[src/rtl/sort_sequencer.sv]
// Time-multiplexed ascending sorter for one N-element unsigned vector.
// A vector is captured in IDLE, then one compare-exchange is issued per clock
// over a fixed bubble-sort schedule of N*(N-1)/2 compares. The result is then
// presented in DONE until the consumer takes it.
//
// Handshake: a transfer happens on a rising edge where valid and ready are both
// high. in_ready is high only in IDLE, and out_valid is high only in DONE, so
// input and output transfers never overlap. in_valid outside IDLE and
// out_ready outside DONE have no effect.
module sort_sequencer #(
  parameter int WIDTH = 4,
  parameter int N     = 4
) (
  input  logic                 clk,
  input  logic                 rst_n,
  input  logic                 in_valid,
  output logic                 in_ready,
  input  logic [N*WIDTH-1:0]   in_data,
  output logic                 out_valid,
  input  logic                 out_ready,
  output logic [N*WIDTH-1:0]   out_data,
  output logic [7:0]           swap_cnt,
  output logic                 busy,
  output logic [1:0]           dbg_state
);

  localparam int CW = (N > 2) ? $clog2(N) : 1;
  localparam logic [CW-1:0] IDX_MAX = CW'(N - 2);

  typedef enum logic [1:0] {
    S_IDLE = 2'd0,
    S_SORT = 2'd1,
    S_DONE = 2'd2
  } state_t;

  state_t           state;
  state_t           state_nx;
  logic [WIDTH-1:0] elem [N];
  logic [CW-1:0]    pass;
  logic [CW-1:0]    idx;
  logic [CW-1:0]    idx_hi;
  logic [CW-1:0]    idx_last;
  logic             accept;
  logic             do_swap;
  logic             pass_end;
  logic             last_cmp;

  // The final index of each pass shrinks by one as the largest values settle.
  assign idx_hi    = idx + CW'(1);
  assign idx_last  = IDX_MAX - pass;
  assign pass_end  = (idx == idx_last);
  assign last_cmp  = pass_end && (pass == IDX_MAX);
  assign do_swap   = (state == S_SORT) && (elem[idx] > elem[idx_hi]);

  assign in_ready  = (state == S_IDLE) && rst_n;
  assign accept    = in_valid && in_ready;
  assign out_valid = (state == S_DONE);
  assign busy      = (state != S_IDLE);
  assign dbg_state = state;

  // State register.
  always_ff @(posedge clk) begin
    if (!rst_n) state <= S_IDLE;
    else        state <= state_nx;
  end

  // Next-state logic.
  always_comb begin
    state_nx = state;
    case (state)
      S_IDLE:  if (accept)    state_nx = S_SORT;
      S_SORT:  if (last_cmp)  state_nx = S_DONE;
      S_DONE:  if (out_ready) state_nx = S_IDLE;
      default:                state_nx = S_IDLE;
    endcase
  end

  // Element registers, schedule counters and swap counter.
  always_ff @(posedge clk) begin
    if (!rst_n) begin
      for (int i = 0; i < N; i++) elem[i] <= '0;
      swap_cnt <= 8'd0;
      pass     <= '0;
      idx      <= '0;
    end else begin
      case (state)
        S_IDLE: begin
          if (accept) begin
            for (int i = 0; i < N; i++) elem[i] <= in_data[(N-1-i)*WIDTH +: WIDTH];
            swap_cnt <= 8'd0;
            pass     <= '0;
            idx      <= '0;
          end
        end
        S_SORT: begin
          if (do_swap) begin
            elem[idx]    <= elem[idx_hi];
            elem[idx_hi] <= elem[idx];
            swap_cnt     <= swap_cnt + 8'd1;
          end
          if (last_cmp) begin
            pass <= '0;
            idx  <= '0;
          end else if (pass_end) begin
            pass <= pass + CW'(1);
            idx  <= '0;
          end else begin
            idx  <= idx_hi;
          end
        end
        default: ;
      endcase
    end
  end

  // Pack element registers; element 0 occupies the MSB slice.
  always_comb begin
    out_data = '0;
    for (int i = 0; i < N; i++) out_data[(N-1-i)*WIDTH +: WIDTH] = elem[i];
  end

endmodule

[config.mk]
export PLATFORM = sky130hd
export DESIGN_NAME = sort_sequencer
export DESIGN_NICKNAME = d
export VERILOG_FILES = /design/src/rtl/sort_sequencer.sv
export SDC_FILE = /design/constraint.sdc
export NUM_CORES = 1
export LEC_CHECK = 0
export CORE_MARGIN = 2
export CORE_UTILIZATION = 51
export CTS_BUF_LIST = sky130_fd_sc_hd__clkbuf_4
export DETAILED_ROUTE_END_ITERATION = 10
export GPL_TIMING_DRIVEN = 0
export PLACE_DENSITY_LB_ADDON = 0.08
export SLEW_MARGIN = 15
export SYNTH_ARGS = -nofsm -noshare
export SYNTH_HDL_FRONTEND = slang
export SYNTH_SLANG_ARGS = --single-unit
[constraint.sdc]
create_clock -name clk -period 3.9 [get_ports clk]
set_input_delay 0.78 -clock clk [delete_from_list [all_inputs] [get_ports clk]]
set_output_delay 0.78 -clock clk [all_outputs]
set_load 0.01 [all_outputs]
==> results of run 1 <==
-- power groups by stage --
stage                     combinational (mW)  clock (mW)  sequential, mW
after CTS                              0.328       0.200           0.415
final                                  0.329       0.192           0.415
after detailed placement               0.326           0           0.423
after floorplan                        0.197           0           0.426
after global placement                 0.316           0           0.420
after global routing                   0.358       0.209           0.419
-- Yosys cell counts (all sizes together), types with 4 or more instances --
cell / count / area share
nand2: 18 / 0.033
dfxtp: 16 / 0.16
edfxtp: 16 / 0.23
ha: 12 / 0.073
inv: 11 / 0.020
a32o: 10 / 0.049
o21ai: 10 / 0.026
a21oi: 9 / 0.024
mux2: 9 / 0.049
mux4: 8 / 0.088
buf: 7 / 0.026
nand3: 6 / 0.015
nor2: 6 / 0.012
or3: 6 / 0.018
a21o: 5 / 0.018
and2: 4 / 0.012
-- worst max-delay path: stages (launching register included) --
cell and delay (ns):
dfxtp_1 0.39, buf_2 0.25, inv_1 0.10, ha_1 0.28
buf_2 0.20, mux4_2 0.60, inv_1 0.09, ha_1 0.23
nor2b_1 0.14, o211a_1 0.24, o21a_2 0.27, buf_6 0.15
a32o_1 0.27, mux2_2 0.27
-- repair_timing --
item	4_1_cts	5_1_grt
endpoints found under the hold margin	0	0
endpoints found under the setup margin	0	4
gates resized for setup	0	1
-- layout make-up --
| cell class | count | area (sq um) | share of cell area |
|---|---|---|---|
| repair buffers | 48 | 480 | 0.181 |
| flip-flops and latches | 32 | 801 | 0.302 |
| inverters | 11 | 41.3 | 0.0156 |
| multi-input cells | 137 | 1150 | 0.433 |
| well taps | 50 | 62.6 | 0.0236 |
| plain buffers | 9 | 61.3 | 0.0231 |
| clock inverters | 1 | 3.75 | 0.00142 |
| clock buffers | 7 | 52.6 | 0.0198 |
-- flip-flops by register name (all words and copies together), names as in the netlist, named ones only --
| register | flops |
|---|---|
| elem | 16 |
| swap_cnt | 8 |
| dbg_state | 2 |
| idx | 2 |
| pass | 2 |
-- cells in the final DEF, fill, tap and decap left out, types with 2 or more instances in the layout --
| cell | instances |
|---|---|
| buf_2 | 4 |
| nor2_1 | 5 |
| clkdlybuf4s50_1 | 48 |
| nand3_1 | 6 |
| inv_1 | 11 |
| a21o_1 | 5 |
| o21ai_0 | 8 |
| xor2_1 | 3 |
| nand2_1 | 17 |
| a21boi_1 | 2 |
| and2_1 | 4 |
| nand4_1 | 3 |
| a32oi_1 | 3 |
| dfxtp_1 | 16 |
| or3_1 | 6 |
| clkbuf_1 | 2 |
| ha_1 | 12 |
| buf_6 | 3 |
| a2bb2oi_1 | 3 |
| mux2_2 | 9 |
| edfxtp_1 | 16 |
| mux2i_1 | 3 |
| clkbuf_4 | 7 |
| mux4_2 | 8 |
| a21oi_1 | 8 |
| a32o_1 | 10 |
-- layer usage --
metal  routed length [um]  share of wire  global-route usage  vias to the layer above
met2                 2770           0.53               0.439                       58
met3                  242          0.046              0.0483                       16
met4                  157          0.030               0.102                        0
met1                 2090           0.40               0.274                      827
li1                     -              -                   -                      834
met5                    0              0                   0                        -
-- logic make-up after synthesis --
logic type / Yosys count / synth area share
compound gates: 49 / 0.181
xor+xnor: 4 / 0.0171
fa+ha+maj: 12 / 0.0733
buf+inv: 20 / 0.0501
flops: 32 / 0.391
mux: 20 / 0.152
simple gates: 52 / 0.136
-- how the worst min path moves through the flow --
| stage | from | end | cells after the start |
|---|---|---|---|
| 2_1_floorplan | pass[1] | pass[1] | 2 |
| 3_3_place_gp | pass[1] | pass[1] | 2 |
| 3_5_place_dp | pass[1] | pass[1] | 2 |
| 4_1_cts | pass[1] | pass[1] | 2 |
| 5_1_grt | pass[1] | pass[1] | 2 |
| 6_report | pass[1] | pass[1] | 2 |
==> results.yml, run 1 <==
sta:
  relSlewSlack: 0.716
  rsz0062_at_grt: "no"
  finalSetupViolations: 0
  finalCriticalPeriod_ns: 3.70
  hold_viol_final: 0
  tightest_slew_ns: 0.425
  tns_ns: 0
  fin_ws_ns: 0.195
  min_period_over_period: 0.950
  slew_violations: 0
  max_clock_freq_mhz: 270
  skew_ns: 0.0154
  hold_ws_ns: 0.478
synthesis:
  synth_cell_types: 45
  ys_seq_area_frac: 0.391
  syn_area_sq_um: 2050
  ys_seq_elements: 32
  ys_warn_count: 0
  synth-edff-count: 16
  syn_area_per_cell_sq_um: 10.8
  synthArstFlopShare: 0
  synth_nets: 221
  synthFlopType: "edfxtp_1"
  synth_cells: 189
worst_setup_path:
  crit_path_start: "idx[0]"
  rr_worst_depth: 13
  regToRegStartpoint: "idx[0]"
  r2r_setup_slack_ns: 0.20
  critPathKind: "flip-flop to flip-flop"
  cp.required_ns: 3.98
  crit_fanout: 10
  r2r_end: "elem[0][1]"
  end_kind: "flip-flop"
  cp-start-kind: "flip-flop"
  worst-endpoint-arrival_ns: 3.79
  crit_end: "elem[0][1]"
route:
  drtIter0Drc: 142
  dr.pass1.iters: 4
  drc_errors: 0
  vias: 1735
  totalWireLength_mm: 5.26
  via_per_inst: 5.88
  wl_per_cell_um: 17.8
  ant_nets: 0
power_and_ir_drop:
  ir_drop_v: 0.000202
  powerDensity_nw_per_um2: 353
  p_total_mw: 0.936
  power_frac_comb: 0.351
  seq_power_share: 0.443
  leakage_nw: 1.02
  power.switching_mw: 0.301
  pwr-share-clk: 0.205
  internal_power_mw: 0.635
  p_sw_frac: 0.321
finish:
  final_cells: 295
  n_antenna_cell: 0
  utilization: 0.672
  finalInstanceArea_sq_um: 2650
  nets: 276
  synthToLayoutAreaGrowth_pct: 29.4
  fillCellCount: 295
  drive_gt1_frac: 0.159
clock_network:
  cts_num_sinks: 32
  cts_max_level: 2
  cts_root_buf: "clkbuf_4"
  cts_tree: "yes"
  clkTransAtPathRegs_ns: 0.09
  cts_buffer_depth: 2
  post-cts-setup-buffers: 0
  clk_latency_ns: 0.33
  cts_hold_buffers: 0
  cts_buffers: 5
place:
  dp.final_hpwl_mm: 4.07
  port_buffers: 48
  place_area_sq_um: 2590
  pre_cts_ws_ns: 0.182
  dp_cells: 287
  gp_congestion: 0.828
grt:
  grt_pass1_wl_mm: 8.10
  antenna_found_initial: 0
  grt_overflow: 0
  grt_max_degree: 11
  grt_usage: 0.242
  first_global_vias: 1731
floorplan:
  dieArea_sq_um: 4540
  io-pin-count: 49
  fp.dieW_um: 67.4
  initial_core_util: 0.520
  rows: 23
  coreArea_sq_um: 3940
  die_h_um: 67.4
hold_path:
  hold_path_class: "flip-flop to flip-flop"
job:
  drv_cap: 0
run_status:
  status: "finished clean"
Power figures use the tool's default switching activity.
==> run 2: changes to the inputs <==
--- a/config.mk
+++ b/config.mk
@@ -11,7 +11,7 @@
 export DETAILED_ROUTE_END_ITERATION = 10
 export GPL_TIMING_DRIVEN = 0
 export PLACE_DENSITY_LB_ADDON = 0.08
-export SLEW_MARGIN = 15
+export SLEW_MARGIN = 30
 export SYNTH_ARGS = -nofsm -noshare
 export SYNTH_HDL_FRONTEND = slang
 export SYNTH_SLANG_ARGS = --single-unit
==> results of run 2 <==
The final DEF is identical to that of run 1; final timing and power are the same.
==> run 3: changes to the inputs <==
--- a/config.mk
+++ b/config.mk
@@ -10,6 +10,7 @@
 export CTS_BUF_LIST = sky130_fd_sc_hd__clkbuf_4
 export DETAILED_ROUTE_END_ITERATION = 10
 export GPL_TIMING_DRIVEN = 0
+export MAX_ROUTING_LAYER = met4
 export PLACE_DENSITY_LB_ADDON = 0.08
 export SLEW_MARGIN = 30
 export SYNTH_ARGS = -nofsm -noshare
==> run 3 against run 2 <==
Compared with the run above: critical path depth unchanged; combinational power barely moved; sequential power about the same; power rose by 0.11%; clock power barely moved; global-route usage grew 0.71 points; fmax barely moved; non-clock buffer count unchanged; setup slack lost 0.0019 ns; final cell count did not move; hold slack about the same; via count grew 0.17%.
==> results.yml, run 3 (synthesis gave the netlist of run 1 again) <==
finish:
  utilization: 0.672
  top_register: "elem"
  drive_gt1_frac: 0.159
  fillCellCount: 295
  reg_top3: "elem (16), swap_cnt (8)"
  largest_reg_flops: 16
  final_common_cell: "clkdlybuf4s50_1"
  n_antenna_cell: 0
  nets: 276
  finalInstanceArea_sq_um: 2650
  synthToLayoutAreaGrowth_pct: 29.4
  multi_input_area_sq_um: 1150
  final_cell_mix: "48 x clkdlybuf4s50_1, 17 x nand2_1, 16 x dfxtp_1, 16 x edfxtp_1, 12 x ha_1"
  final_cells: 295
  regArea_sq_um: 801
clock_network:
  clkTransAtPathRegs_ns: 0.09
  cts_max_level: 2
  cts_num_sinks: 32
  cts_tree: "yes"
  post-cts-setup-buffers: 0
  cts_buffers: 5
  cts_buffer_depth: 2
  clk_latency_ns: 0.33
  cts_root_buf: "clkbuf_4"
hold_path:
  hold_depth: 2
  hold_path_end: "pass[1]"
  min_from: "pass[1]"
  hold_path_class: "flip-flop to flip-flop"
place:
  dp_cells: 287
  dp.final_hpwl_mm: 4.07
  port_buffers: 48
  gp_congestion: 0.840
  place_area_sq_um: 2590
route:
  wl_per_cell_um: 17.9
  totalWireLength_mm: 5.27
  vias: 1738
  dr.pass1.iters: 5
  via_per_inst: 5.89
  drtIter0Drc: 183
  drc_errors: 0
  ant_nets: 0
sta:
  tns_ns: 0
  skew_ns: 0.0150
  slew_violations: 0
  finalCriticalPeriod_ns: 3.71
  rsz0062_at_grt: "no"
  hold_ws_ns: 0.478
  hold_viol_final: 0
  tightest_slew_ns: 0.426
  relSlewSlack: 0.716
  min_period_over_period: 0.950
  finalSetupViolations: 0
  max_clock_freq_mhz: 270
floorplan:
  initial_core_util: 0.520
  io-pin-count: 49
  die_h_um: 67.4
  fp.dieW_um: 67.4
  dieArea_sq_um: 4540
  rows: 23
  coreArea_sq_um: 3940
worst_setup_path:
  r2r_setup_slack_ns: 0.19
  cp.required_ns: 3.98
  r2r_end: "elem[0][1]"
  worst-endpoint-arrival_ns: 3.79
  cpMaxStageDelayCell: "mux4_2"
  cp-start-kind: "flip-flop"
  critPathKind: "flip-flop to flip-flop"
  crit_fanout: 10
  rr_worst_depth: 13
  regToRegStartpoint: "idx[0]"
  cpPeakStageDelay_ns: 0.60
  cp_cell_sequence: "buf_2 > inv_1 > ha_1 > buf_2 > mux4_2 > inv_1 > ha_1 > nor2b_1 > o211a_1 > o21a_2 > buf_6 > a32o_1 > mux2_2"
  end_kind: "flip-flop"
grt:
  use_met1: 0.276
  grt_pass1_wl_mm: 8.09
  first_global_vias: 1735
  grt_usage: 0.249
  busiest_layer: "met2"
  antenna_found_initial: 0
  grt_max_degree: 11
  grt_overflow: 0
  met2_usage: 0.441
  met3_usage: 0.0433
power_and_ir_drop:
  leakage_nw: 1.02
  seq_power_share: 0.443
  pwr-share-clk: 0.206
  ir_drop_v: 0.000204
  power_frac_comb: 0.351
  power.switching_mw: 0.302
  internal_power_mw: 0.636
  powerDensity_nw_per_um2: 354
  p_sw_frac: 0.322
run_status:
  status: "finished clean"
job:
  drv_cap: 0
-- run 3: cell counts in the layout (fill, tap and decap cells not counted) --
No cell type changed its count.
-- run 3: routing by layer --
metal | vias up | routed length, um
li1 | 834 | -
met1 | 821 | 2080
met2 | 69 | 2800
met3 | 14 | 260
met4 | 0 | 130
met5 | - | 0
-- run 3: timing repair --
action,CTS,global route
gates resized for setup,0,1
endpoints found under the setup margin,0,4
hold buffers,0,0
-- run 3: worst max-delay path by stage --
stage                     startpoint    endpoint  slack (ns)  cells past startpoint
after global placement        idx[0]  elem[2][1]        0.27                     13
after global routing          idx[0]  elem[1][1]        0.02                     14
after CTS                     idx[0]  elem[0][1]        0.17                     13
after floorplan               idx[0]  elem[0][1]        0.54                     13
after detailed placement      idx[0]  elem[0][1]        0.18                     13
final                         idx[0]  elem[0][1]        0.19                     13
-- run 3: area by class of cell --
class,instances,share of cell area
Buffer,9,0.0231
Clock buffer,7,0.0198
Clock inverter,1,0.00142
Inverter,11,0.0156
Multi-Input combinational cell,137,0.433
Sequential cell,32,0.302
Tap cell,50,0.0236
Timing Repair Buffer,48,0.181
-- run 3: critical path, delay by kind of cell, from the launching register on --
family / cells / cell delay [ns]
flops: 1 / 0.39
compound gates: 3 / 0.78
fa+ha+maj: 2 / 0.51
mux: 2 / 0.87
simple gates: 1 / 0.14
buf+inv: 5 / 0.80
-- run 3: metrics by stage --
stage	total power, mW	setup slack (ns)
floorplan	0.623	0.540
detailed placement	0.749	0.182
global placement	0.736	0.269
CTS	0.942	0.166
finish	0.937	0.193
global route	0.986	0.0220
-- run 3: power groups by stage --
| stage | sequential, mW | combinational, mW | clock, mW |
|---|---|---|---|
| after global placement | 0.420 | 0.316 | 0 |
| after global routing | 0.419 | 0.358 | 0.209 |
| after floorplan | 0.426 | 0.197 | 0 |
| final | 0.415 | 0.329 | 0.193 |
| after detailed placement | 0.423 | 0.326 | 0 |
| after CTS | 0.415 | 0.328 | 0.200 |
